--- config.mk ---
export PLATFORM = sky130hd
export DESIGN_NAME = color_detector
export DESIGN_NICKNAME = d
export VERILOG_FILES = /design/src/rtl/color_detector_pkg.sv /design/src/rtl/color_detector_pixel_classifier.sv /design/src/rtl/color_detector.sv
export SDC_FILE = /design/constraint.sdc
export NUM_CORES = 1
export LEC_CHECK = 0
export ABC_CLOCK_PERIOD_IN_PS = 2200
export CAP_MARGIN = 10
export CORE_MARGIN = 5
export CORE_UTILIZATION = 45
export DETAILED_ROUTE_END_ITERATION = 8
export PLACE_DENSITY = 0.7
export SYNTH_ARGS = -nofsm -noshare
export SYNTH_HDL_FRONTEND = slang
export SYNTH_SLANG_ARGS = --single-unit
--- constraint.sdc ---
create_clock -name CLK -period 2.2 [get_ports CLK]
set_input_delay 0.44 -clock CLK [delete_from_list [all_inputs] [get_ports CLK]]
set_output_delay 0.44 -clock CLK [all_outputs]
set_load 0.05 [all_outputs]
--- src/rtl/color_detector_pkg.sv ---
// Shared encodings and helpers for the colour detector.
// Holds result codes, FSM states, RGB332 field positions and counter width.
// Also holds a saturating-increment helper used by the pixel counters.
package color_detector_pkg;

  typedef enum logic [1:0] {
    COLOR_NONE = 2'b00,
    COLOR_RED  = 2'b01,
    COLOR_BLUE = 2'b10
  } color_e;

  typedef enum logic [1:0] {
    IDLE   = 2'b00,
    ACCUM  = 2'b01,
    DECIDE = 2'b10,
    REPORT = 2'b11
  } state_e;

  // RGB332 field positions
  localparam int R_HI = 7;
  localparam int R_LO = 5;
  localparam int G_HI = 4;
  localparam int G_LO = 2;
  localparam int B_HI = 1;
  localparam int B_LO = 0;

  localparam int               CNT_W   = 15;
  localparam logic [CNT_W-1:0] CNT_MAX = '1;

  // Increment that sticks at the top value instead of wrapping
  function automatic logic [CNT_W-1:0] sat_inc(input logic [CNT_W-1:0] c);
    return (c == CNT_MAX) ? c : c + 1'b1;
  endfunction

endpackage

--- src/rtl/color_detector_pixel_classifier.sv ---
// Classifies one RGB332 pixel as red, blue or neither.
// Latency: purely combinational.
// Backpressure: none; output follows input every cycle.
module color_detector_pixel_classifier
  import color_detector_pkg::*;
#(
  parameter int RED_R_MIN  = 4,
  parameter int BLUE_B_MIN = 2
) (
  input  logic [7:0] pixel_color_i,
  output logic       is_red_o,
  output logic       is_blue_o
);

  logic [2:0] r_fld;
  logic [2:0] g_fld;
  logic [1:0] b_fld;

  assign r_fld = pixel_color_i[R_HI:R_LO];
  assign g_fld = pixel_color_i[G_HI:G_LO];
  assign b_fld = pixel_color_i[B_HI:B_LO];

  // Red needs a strong R with little green/blue; blue the mirror image
  always_comb begin
    is_red_o  = (r_fld >= 3'(RED_R_MIN)) && (g_fld <= 3'd2) && (b_fld <= 2'd1);
    is_blue_o = (b_fld >= 2'(BLUE_B_MIN)) && (r_fld <= 3'd2) && (g_fld <= 3'd3);
  end

endmodule

--- src/rtl/color_detector.sv ---
// Counts red/blue pixels in an ROI per frame and reports the dominant colour.
// Latency: RESULT_VALID pulses 3 cycles after VSYNC is first sampled high.
// Backpressure: none; the pixel stream is consumed unconditionally.
module color_detector
  import color_detector_pkg::*;
#(
  parameter int ROI_X_MIN    = 0,
  parameter int ROI_X_MAX    = 175,
  parameter int ROI_Y_MIN    = 0,
  parameter int ROI_Y_MAX    = 143,
  parameter int RED_R_MIN    = 4,
  parameter int BLUE_B_MIN   = 2,
  parameter int COUNT_THRESH = 1000
) (
  input  logic        CLK,
  input  logic        RST_N,
  input  logic [7:0]  PIXEL_COLOR,
  input  logic        PIXEL_VALID,
  input  logic [9:0]  X,
  input  logic [9:0]  Y,
  input  logic        VSYNC,
  output logic [1:0]  RESULT,
  output logic        RESULT_VALID,
  output logic [14:0] RED_COUNT,
  output logic [14:0] BLUE_COUNT
);

  state_e           state_q, state_d;
  logic             vsync_q;
  logic             blank_seen_q;
  logic [CNT_W-1:0] red_cnt_q, blue_cnt_q;
  logic [CNT_W-1:0] red_count_q, blue_count_q;
  color_e           color_q, color_d;
  logic [1:0]       result_q;
  logic             result_valid_q;

  logic is_red, is_blue;
  logic fall, rise, in_roi, count_en;

  color_detector_pixel_classifier #(
    .RED_R_MIN (RED_R_MIN),
    .BLUE_B_MIN(BLUE_B_MIN)
  ) u_classifier (
    .pixel_color_i(PIXEL_COLOR),
    .is_red_o     (is_red),
    .is_blue_o    (is_blue)
  );

  // A fall only counts once real blanking has been seen since reset, so a
  // reset in mid-frame cannot start a partial frame.
  assign fall = vsync_q & ~VSYNC & blank_seen_q;
  assign rise = ~vsync_q & VSYNC;

  assign in_roi = (int'(X) >= ROI_X_MIN) && (int'(X) <= ROI_X_MAX) &&
                  (int'(Y) >= ROI_Y_MIN) && (int'(Y) <= ROI_Y_MAX);
  assign count_en = (state_q == ACCUM) && PIXEL_VALID && !VSYNC && in_roi;

  // VSYNC edge-detect register and blanking-seen flag
  always_ff @(posedge CLK) begin
    if (!RST_N) begin
      vsync_q      <= 1'b1;
      blank_seen_q <= 1'b0;
    end else begin
      vsync_q      <= VSYNC;
      blank_seen_q <= blank_seen_q | VSYNC;
    end
  end

  // FSM state register
  always_ff @(posedge CLK) begin
    if (!RST_N) state_q <= IDLE;
    else        state_q <= state_d;
  end

  // FSM next state: frame start, frame end, then one decide and one report cycle
  always_comb begin
    state_d = state_q;
    case (state_q)
      IDLE:    if (fall) state_d = ACCUM;
      ACCUM:   if (rise) state_d = DECIDE;
      DECIDE:  state_d = REPORT;
      REPORT:  state_d = IDLE;
      default: state_d = IDLE;
    endcase
  end

  // Per-frame saturating pixel counters, cleared at frame start
  always_ff @(posedge CLK) begin
    if (!RST_N) begin
      red_cnt_q  <= '0;
      blue_cnt_q <= '0;
    end else if ((state_q == IDLE) && fall) begin
      red_cnt_q  <= '0;
      blue_cnt_q <= '0;
    end else if (count_en) begin
      if (is_red)  red_cnt_q  <= sat_inc(red_cnt_q);
      if (is_blue) blue_cnt_q <= sat_inc(blue_cnt_q);
    end
  end

  // Dominant colour: must reach threshold and strictly beat the other; ties give none
  always_comb begin
    color_d = COLOR_NONE;
    if ((int'(red_cnt_q) >= COUNT_THRESH) && (red_cnt_q > blue_cnt_q))
      color_d = COLOR_RED;
    else if ((int'(blue_cnt_q) >= COUNT_THRESH) && (blue_cnt_q > red_cnt_q))
      color_d = COLOR_BLUE;
  end

  // DECIDE latches counts and decision; REPORT publishes result with a valid pulse
  always_ff @(posedge CLK) begin
    if (!RST_N) begin
      red_count_q    <= '0;
      blue_count_q   <= '0;
      color_q        <= COLOR_NONE;
      result_q       <= COLOR_NONE;
      result_valid_q <= 1'b0;
    end else begin
      result_valid_q <= (state_q == REPORT);
      if (state_q == DECIDE) begin
        red_count_q  <= red_cnt_q;
        blue_count_q <= blue_cnt_q;
        color_q      <= color_d;
      end
      if (state_q == REPORT) result_q <= color_q;
    end
  end

  assign RESULT       = result_q;
  assign RESULT_VALID = result_valid_q;
  assign RED_COUNT    = red_count_q;
  assign BLUE_COUNT   = blue_count_q;

endmodule

==> PnR_summary.wiki, run 1 <==
{| class="wikitable"
! Metric !! Value
|-
| Outcome || finished with violations
|-
| Violations in the final reports || negative setup slack
|-
| Kind of start point of the critical path || register
|-
| Depth of the worst hold-timing path || 1
|-
| Setup violations, final || 22
|-
| Post-route clock period utilization || 105%
|-
| Root buffer cell || sky130_fd_sc_hd__clkbuf_8
|-
| Post-layout nets || 542
|-
| Post-Syn Nets || 444
|-
| Detailed Route Iter0 Violations || 205
|-
| Pin count of the biggest net entering global routing || 30
|-
| Avg Synthesized Cell Area || 9.14 sq um
|-
| GRT Residual Overflow || 0
|-
| Hold Crit Class || register to register
|-
| EDFF count, synth || 0
|-
| Via-per-instance ratio || 5.49
|-
| CTS H-tree lvls || 3
|-
| Via count of the first global-routing pass || 3,253
|-
| Final routed wirelength across all metal layers || 9080 microns
|-
| Count of buffers inserted at the top-level ports || 55
|-
| Async set-or-reset flop fraction in the synthesized netlist || 0%
|-
| Synthesized cell area || 3550 sq um
|-
| Transition time of the tightest slew-check pin || 0.520 ns
|-
| Cell depth of the worst flop-to-flop path || 9
|-
| Max-Cap Viols || 0
|-
| FMAX || 0.435 GHz
|-
| Io pins || 65
|-
| Total Routing Usage GR || 18.7%
|-
| Unrepaired setup endpoints after global routing || true
|-
| Row count || 32
|-
| Global-route wire length before repair || 15,100 microns
|-
| Fraction of the yosys area taken by sequential cells || 38.9%
|-
| Most common library cell in the layout ignoring fill and taps || sky130_fd_sc_hd__dfxtp_1
|-
| P&R area growth vs syn || 35.3%
|-
| Clock tree from TritonCTS || yes
|-
| Number of antenna violations at the first check in global routing || 0
|-
| Worst slew margin relative to its limit || 65.3%
|-
| Die span in x || 98.8 microns
|-
| Setup ws final || -0.100 ns
|-
| Area of the die || 9760 sq um
|-
| TritonCTS sink count || 69
|-
| Gp weighted congestion || 0.862
|-
| DPL Wire Length || 6600 microns
|-
| DR pass1 iterations || 5
|-
| Power density over the cells || 568 nW/um^2
|-
| Final Slew Violations || 0
|-
| Slowest library cell on the worst path || sky130_fd_sc_hd__or4bb_4
|-
| Post-route DRC violation count || 0
|-
| Ant diodes || 0
|-
| Cts bufs inserted || 9
|-
| CORE AREA || 7690 sq um
|-
| Final core utilization || 62.5%
|-
| Required time worst endpoint || 2.49 ns
|-
| Area used by sequential logic in the layout || 1380 sq um
|-
| Leakage power || 1.64 nW
|-
| Final hold violation count || 0
|-
| Height of the chip || 98.8 microns
|-
| Gate count after technology mapping || 388
|-
| Sum of negative setup slack || -1.05 ns
|-
| Later-pin clock latency in the skew report || 0.35 ns
|-
| Count of synthesis-stage warnings from yosys || 0
|-
| Initial core utilization || 46.1%
|-
| Unique cell type count in the Yosys netlist || 47
|-
| Multi-input logic area || 2080 sq um
|-
| Buffer levels on the longest clock path || 2
|-
| Arrival time of data at the critical path endpoint || 2.59 ns
|-
| Largest fanout on the critical path || 5
|-
| Wirelength per Cell || 15.3 microns
|-
| Critical path type || register to register
|-
| Tmin final || 2.30 ns
|-
| Maximum cell stage delay along the critical path || 0.48 ns
|-
| Worst-path cell chain || inv_2 -> ha_4 -> or4bb_4 -> a2111oi_4 -> buf_6 -> o311ai_4 -> buf_6 -> or3_4 -> a21oi_2
|-
| Share of layout cells above drive strength 1 || 17.6%
|-
| Clk pin slew, worst setup/hold paths || 0.08 ns
|-
| Most repeated library cell on the critical path || sky130_fd_sc_hd__buf_6
|-
| Most used cells in the layout excluding fill and tap cells || 67 x sky130_fd_sc_hd__dfxtp_1, 48 x sky130_fd_sc_hd__clkdlybuf4s50_1, 42 x sky130_fd_sc_hd__buf_4
|-
| Routed via count || 3,250
|-
| Setup clock skew after layout || 0.00914 ns
|-
| Antenna-violating nets left || 0
|-
| Maximum VDD drop || 0.000434 V
|-
| #FFs+latches synth || 69
|-
| Most common flop cell mapped by yosys || sky130_fd_sc_hd__dfxtp_1
|-
| Total of fill cells in the finished design || 707
|-
| Capturing element type of the critical path || register
|}
==> power by group <==
part           total [W]  internal, W  leakage, nW  switching [W]
sequential       0.00128      0.00127        0.557      0.0000143
clock           0.000978     0.000511       0.0919       0.000466
combinational   0.000467     0.000231        0.995       0.000236
==> metal layers <==
layer | up-vias | wire length [microns] | track usage (%)
met4 | 0 | 140 | 5.25
met1 | 1533 | 4040 | 23.1
met5 | - | 0 | 0
met2 | 100 | 4390 | 32.5
met3 | 16 | 514 | 4.46
li1 | 1601 | - | -
==> critical path, delay by kind of cell (launching register included) <==
| kind | cells | cell delay, ns |
|---|---|---|
| buf+inv | 3 | 0.45 |
| fa+ha+maj | 1 | 0.13 |
| flops | 1 | 0.32 |
| simple gates | 2 | 0.84 |
| compound gates | 3 | 0.50 |
==> flip-flops by register name, summed over array words and instances, names as in the netlist <==
register,flops
RESULT,2
RED_COUNT,15
color_q,2
red_cnt_q,15
blank_seen_q,1
RESULT_VALID,1
blue_cnt_q,15
BLUE_COUNT,15
state_q,2
vsync_q,1
==> worst paths after layout <==
check,from,to,slack [ns]
max,state_q[1],red_cnt_q[3],-0.10
min reg2reg,blank_seen_q,blank_seen_q,0.47
max reg2reg,state_q[1],red_cnt_q[3],-0.10
min,blank_seen_q,blank_seen_q,0.47
==> kinds of logic after synthesis <==
kind of cell | after synthesis | synth area share, %
XOR/XNOR | 2 | 0.494
AND/OR/NAND/NOR | 131 | 21.1
multiplexers | 33 | 9.31
buffers and inverters | 45 | 5.22
adder cells (fa/ha/maj) | 24 | 8.47
flip-flops | 69 | 38.9
AO/OA/AOI/OAI | 84 | 16.4
==> Yosys cell counts (2+ instances only) <==
master	count	area share (%)
sky130_fd_sc_hd__o211ai_1	2	0.42
sky130_fd_sc_hd__clkbuf_1	13	1.4
sky130_fd_sc_hd__buf_6	2	0.63
sky130_fd_sc_hd__and2_1	3	0.53
sky130_fd_sc_hd__o21ai_0	13	1.8
sky130_fd_sc_hd__o21a_1	3	0.63
sky130_fd_sc_hd__or4_1	12	2.5
sky130_fd_sc_hd__ha_1	24	8.5
sky130_fd_sc_hd__nor2_1	8	0.85
sky130_fd_sc_hd__o31ai_1	12	2.5
sky130_fd_sc_hd__o2111ai_1	2	0.49
sky130_fd_sc_hd__o31a_1	2	0.49
sky130_fd_sc_hd__and3_1	3	0.53
sky130_fd_sc_hd__inv_1	28	3.0
sky130_fd_sc_hd__nand3b_1	3	0.63
sky130_fd_sc_hd__nand2_1	21	2.2
sky130_fd_sc_hd__dfxtp_1	69	39
sky130_fd_sc_hd__a21oi_1	34	4.8
sky130_fd_sc_hd__a211oi_1	4	0.85
sky130_fd_sc_hd__nand4_1	6	1.1
sky130_fd_sc_hd__mux2i_1	33	9.3
sky130_fd_sc_hd__nor2b_1	33	5.8
sky130_fd_sc_hd__nand3_1	18	2.5
sky130_fd_sc_hd__nor4_1	3	0.53
sky130_fd_sc_hd__nand2b_1	3	0.53
sky130_fd_sc_hd__or3_1	9	1.6
sky130_fd_sc_hd__nor3_1	5	0.71
==> metrics by stage <==
step | hold WS [ns] | total power (W) | setup WS (ns) | std cells | instance area (sq um)
after floorplan | 0.441 | 0.00158 | -0.136 | 388 | 3560
after global placement | 0.452 | 0.00172 | -0.550 | 571 | 4480
after detailed placement | 0.457 | 0.00173 | -0.579 | 571 | 4480
after CTS | 0.473 | 0.00272 | -0.0606 | 590 | 4720
after global routing | 0.496 | 0.00285 | -0.179 | 592 | 4800
final | 0.469 | 0.00273 | -0.100 | 592 | 4800
==> area by class of cell <==
cell class              count  share of cell area (%)
well taps                 102                    2.66
clock buffers              10                    2.66
clock inverters             5                    1.09
flip-flops and latches     69                    28.8
repair buffers            102                    19.2
inverters                  28                    2.19
multi-input cells         276                    43.4
==> repair_timing <==
action | CTS | global route
hold buffers | 0 | 0
endpoints found under the setup margin | 22 | 22
gates resized for setup | 15 | 14
gates cloned | 2 | 0
setup buffers | 2 | 2
pin swaps | 5 | 3
No activity file was read; power rests on OpenSTA's default activity.
==> inputs of run 2 (changes only) <==
--- a/config.mk
+++ b/config.mk
@@ -11,6 +11,7 @@
 export CORE_UTILIZATION = 45
 export DETAILED_ROUTE_END_ITERATION = 8
 export PLACE_DENSITY = 0.7
+export SKIP_LAST_GASP = 1
 export SYNTH_ARGS = -nofsm -noshare
 export SYNTH_HDL_FRONTEND = slang
 export SYNTH_SLANG_ARGS = --single-unit
==> run 2 against run 1 <==
The flow still finishes with violations (negative setup slack). Power down 0.14%. Largest power group unchanged. Critical endpoint unchanged. Wire length shrank 0.50%. Sequential power is essentially flat. Non-clock buffer count decreased by 1. Combinational power about the same. Hold slack about the same. Clock skew grew 0.00057 ns.
==> PnR_summary.wiki, run 2 (synthesis gave the netlist of run 1 again) <==
{| class="wikitable"
! Metric !! Value
|-
| Largest fanout on the critical path || 5
|-
| Cell internal pwr || 0.00201 W
|-
| Transition time of the tightest slew-check pin || 0.520 ns
|-
| Tmin final || 2.28 ns
|-
| Max-Cap Viols || 0
|-
| Post-layout nets || 541
|-
| GRT Residual Overflow || 0
|-
| Final routed wirelength across all metal layers || 9040 microns
|-
| Power, Total || 0.00272 W
|-
| Final Slew Violations || 0
|-
| Total Routing Usage GR || 18.7%
|-
| Buffer levels on the longest clock path || 2
|-
| Final hold violation count || 0
|-
| Outcome || finished with violations
|-
| Clock tree from TritonCTS || yes
|-
| Net switching power of the design || 0.000713 W
|-
| Later-pin clock latency in the skew report || 0.34 ns
|-
| Row count || 32
|-
| Number of standard cells in the final layout excluding fillers || 591
|-
| Maximum cell stage delay along the critical path || 0.48 ns
|-
| Via count of the first global-routing pass || 3,253
|-
| Setup ws final || -0.0821 ns
|-
| Required time worst endpoint || 2.48 ns
|-
| FMAX || 0.438 GHz
|-
| Part of the total power dissipated in the clock network || 35.8%
|-
| Post-route clock period utilization || 104%
|-
| Most common library cell in the layout ignoring fill and taps || sky130_fd_sc_hd__dfxtp_1
|-
| Relative contribution of sequential cells to total power || 47.1%
|-
| Routed via count || 3,226
|-
| Unrepaired setup endpoints after global routing || true
|-
| CORE AREA || 7690 sq um
|-
| Setup violations, final || 22
|-
| Post-route DRC violation count || 0
|-
| Area of the die || 9760 sq um
|-
| Pin count of the biggest net entering global routing || 30
|-
| CTS hold repair buffers || 0
|-
| Most used cells in the layout excluding fill and tap cells || 67 x sky130_fd_sc_hd__dfxtp_1, 48 x sky130_fd_sc_hd__clkdlybuf4s50_1, 43 x sky130_fd_sc_hd__buf_4
|-
| Setup clock skew after layout || 0.00971 ns
|-
| DPL Wire Length || 6600 microns
|-
| Io pins || 65
|-
| Power density over the cells || 570 nW/um^2
|-
| Count of buffers inserted at the top-level ports || 55
|-
| Combinational power share || 17.1%
|-
| Wirelength per Cell || 15.3 microns
|-
| Worst-path cell chain || inv_2 -> ha_4 -> or4bb_4 -> a2111oi_4 -> buf_6 -> o311ai_4 -> buf_6 -> or3_4 -> a21oi_2
|-
| Arrival time of data at the critical path endpoint || 2.57 ns
|-
| Share of layout cells above drive strength 1 || 17.0%
|-
| Cts bufs inserted || 9
|-
| Worst slew margin relative to its limit || 65.2%
|-
| DR pass1 iterations || 5
|-
| Die span in x || 98.8 microns
|-
| Height of the chip || 98.8 microns
|-
| Number of antenna violations at the first check in global routing || 0
|-
| Violations in the final reports || negative setup slack
|-
| Clk pin slew, worst setup/hold paths || 0.08 ns
|-
| Hold Crit Class || register to register
|-
| Critical path type || register to register
|-
| Sum of negative setup slack || -0.959 ns
|-
| Initial core utilization || 46.1%
|-
| Largest delay share family, worst path || simple AND/OR/NAND/NOR gates
|-
| Kind of start point of the critical path || register
|-
| Antenna-violating nets left || 0
|-
| Final core utilization || 62.1%
|-
| CTS H-tree lvls || 3
|-
| TritonCTS sink count || 69
|-
| Maximum VDD drop || 0.000434 V
|-
| P&R area growth vs syn || 34.6%
|-
| Capturing element type of the critical path || register
|-
| Most repeated library cell on the critical path || sky130_fd_sc_hd__buf_6
|-
| Net switching share of the total power || 26.2%
|-
| Leakage power || 1.63 nW
|-
| Global-route wire length before repair || 15,100 microns
|-
| Slowest library cell on the worst path || sky130_fd_sc_hd__or4bb_4
|-
| Placed Cells incl. Taps || 571
|-
| Ant diodes || 0
|-
| Root buffer cell || sky130_fd_sc_hd__clkbuf_8
|-
| Detailed Route Iter0 Violations || 239
|-
| Combined buffer and inverter count along the critical path || 3
|-
| Gp weighted congestion || 0.862
|-
| Via-per-instance ratio || 5.46
|}
run 2: metal layers:
layer / track usage [%] / wire length (microns) / vias to the layer above
li1: - / - / 1601
met1: 23.1 / 4020 / 1525
met5: 0 / 0 / -
met3: 4.46 / 506 / 12
met4: 5.25 / 114 / 0
met2: 32.5 / 4400 / 88
run 2: area by class of cell:
| cell class | instances | area [sq um] |
|---|---|---|
| sequential | 69 | 1380 |
| fill | 713 | 2910 |
| clock buffer | 10 | 128 |
| clock inverter | 5 | 52.6 |
| inverter | 28 | 105 |
| timing repair buffer | 101 | 907 |
| multi-input combinational | 276 | 2070 |
| tap | 102 | 128 |
run 2: through the flow:
step	area, sq um	hold WS, ns	setup slack (ns)
CTS	4720	0.473	-0.0606
detailed placement	4480	0.457	-0.579
global route	4780	0.496	-0.179
finish	4780	0.469	-0.0821
floorplan	3560	0.441	-0.136
global placement	4480	0.452	-0.550
run 2: what timing repair did:
| action | CTS | global route |
|---|---|---|
| gates resized for setup | 15 | 10 |
| buffers inserted | 2 | 1 |
| setup endpoints to repair | 22 | 22 |
| gates cloned | 2 | 0 |
| pin swaps | 4 | 2 |
run 2: final timing paths:
path / start / end / slack, ns / cells after the start
max: state_q[1] / red_cnt_q[3] / -0.08 / 9
min: blank_seen_q / blank_seen_q / 0.47 / 1
max reg2reg: state_q[1] / red_cnt_q[3] / -0.08 / 9
min reg2reg: blank_seen_q / blank_seen_q / 0.47 / 1
run 2: power by group through the flow:
stage	Sequential [W]	Combinational, W	Clock (W)
6_report	0.00128	0.000467	0.000975
5_1_grt	0.00128	0.000511	0.00106
4_1_cts	0.00128	0.000446	0.000987
3_5_place_dp	0.00130	0.000426	0
3_3_place_gp	0.00130	0.000421	0
2_1_floorplan	0.00131	0.000271	0
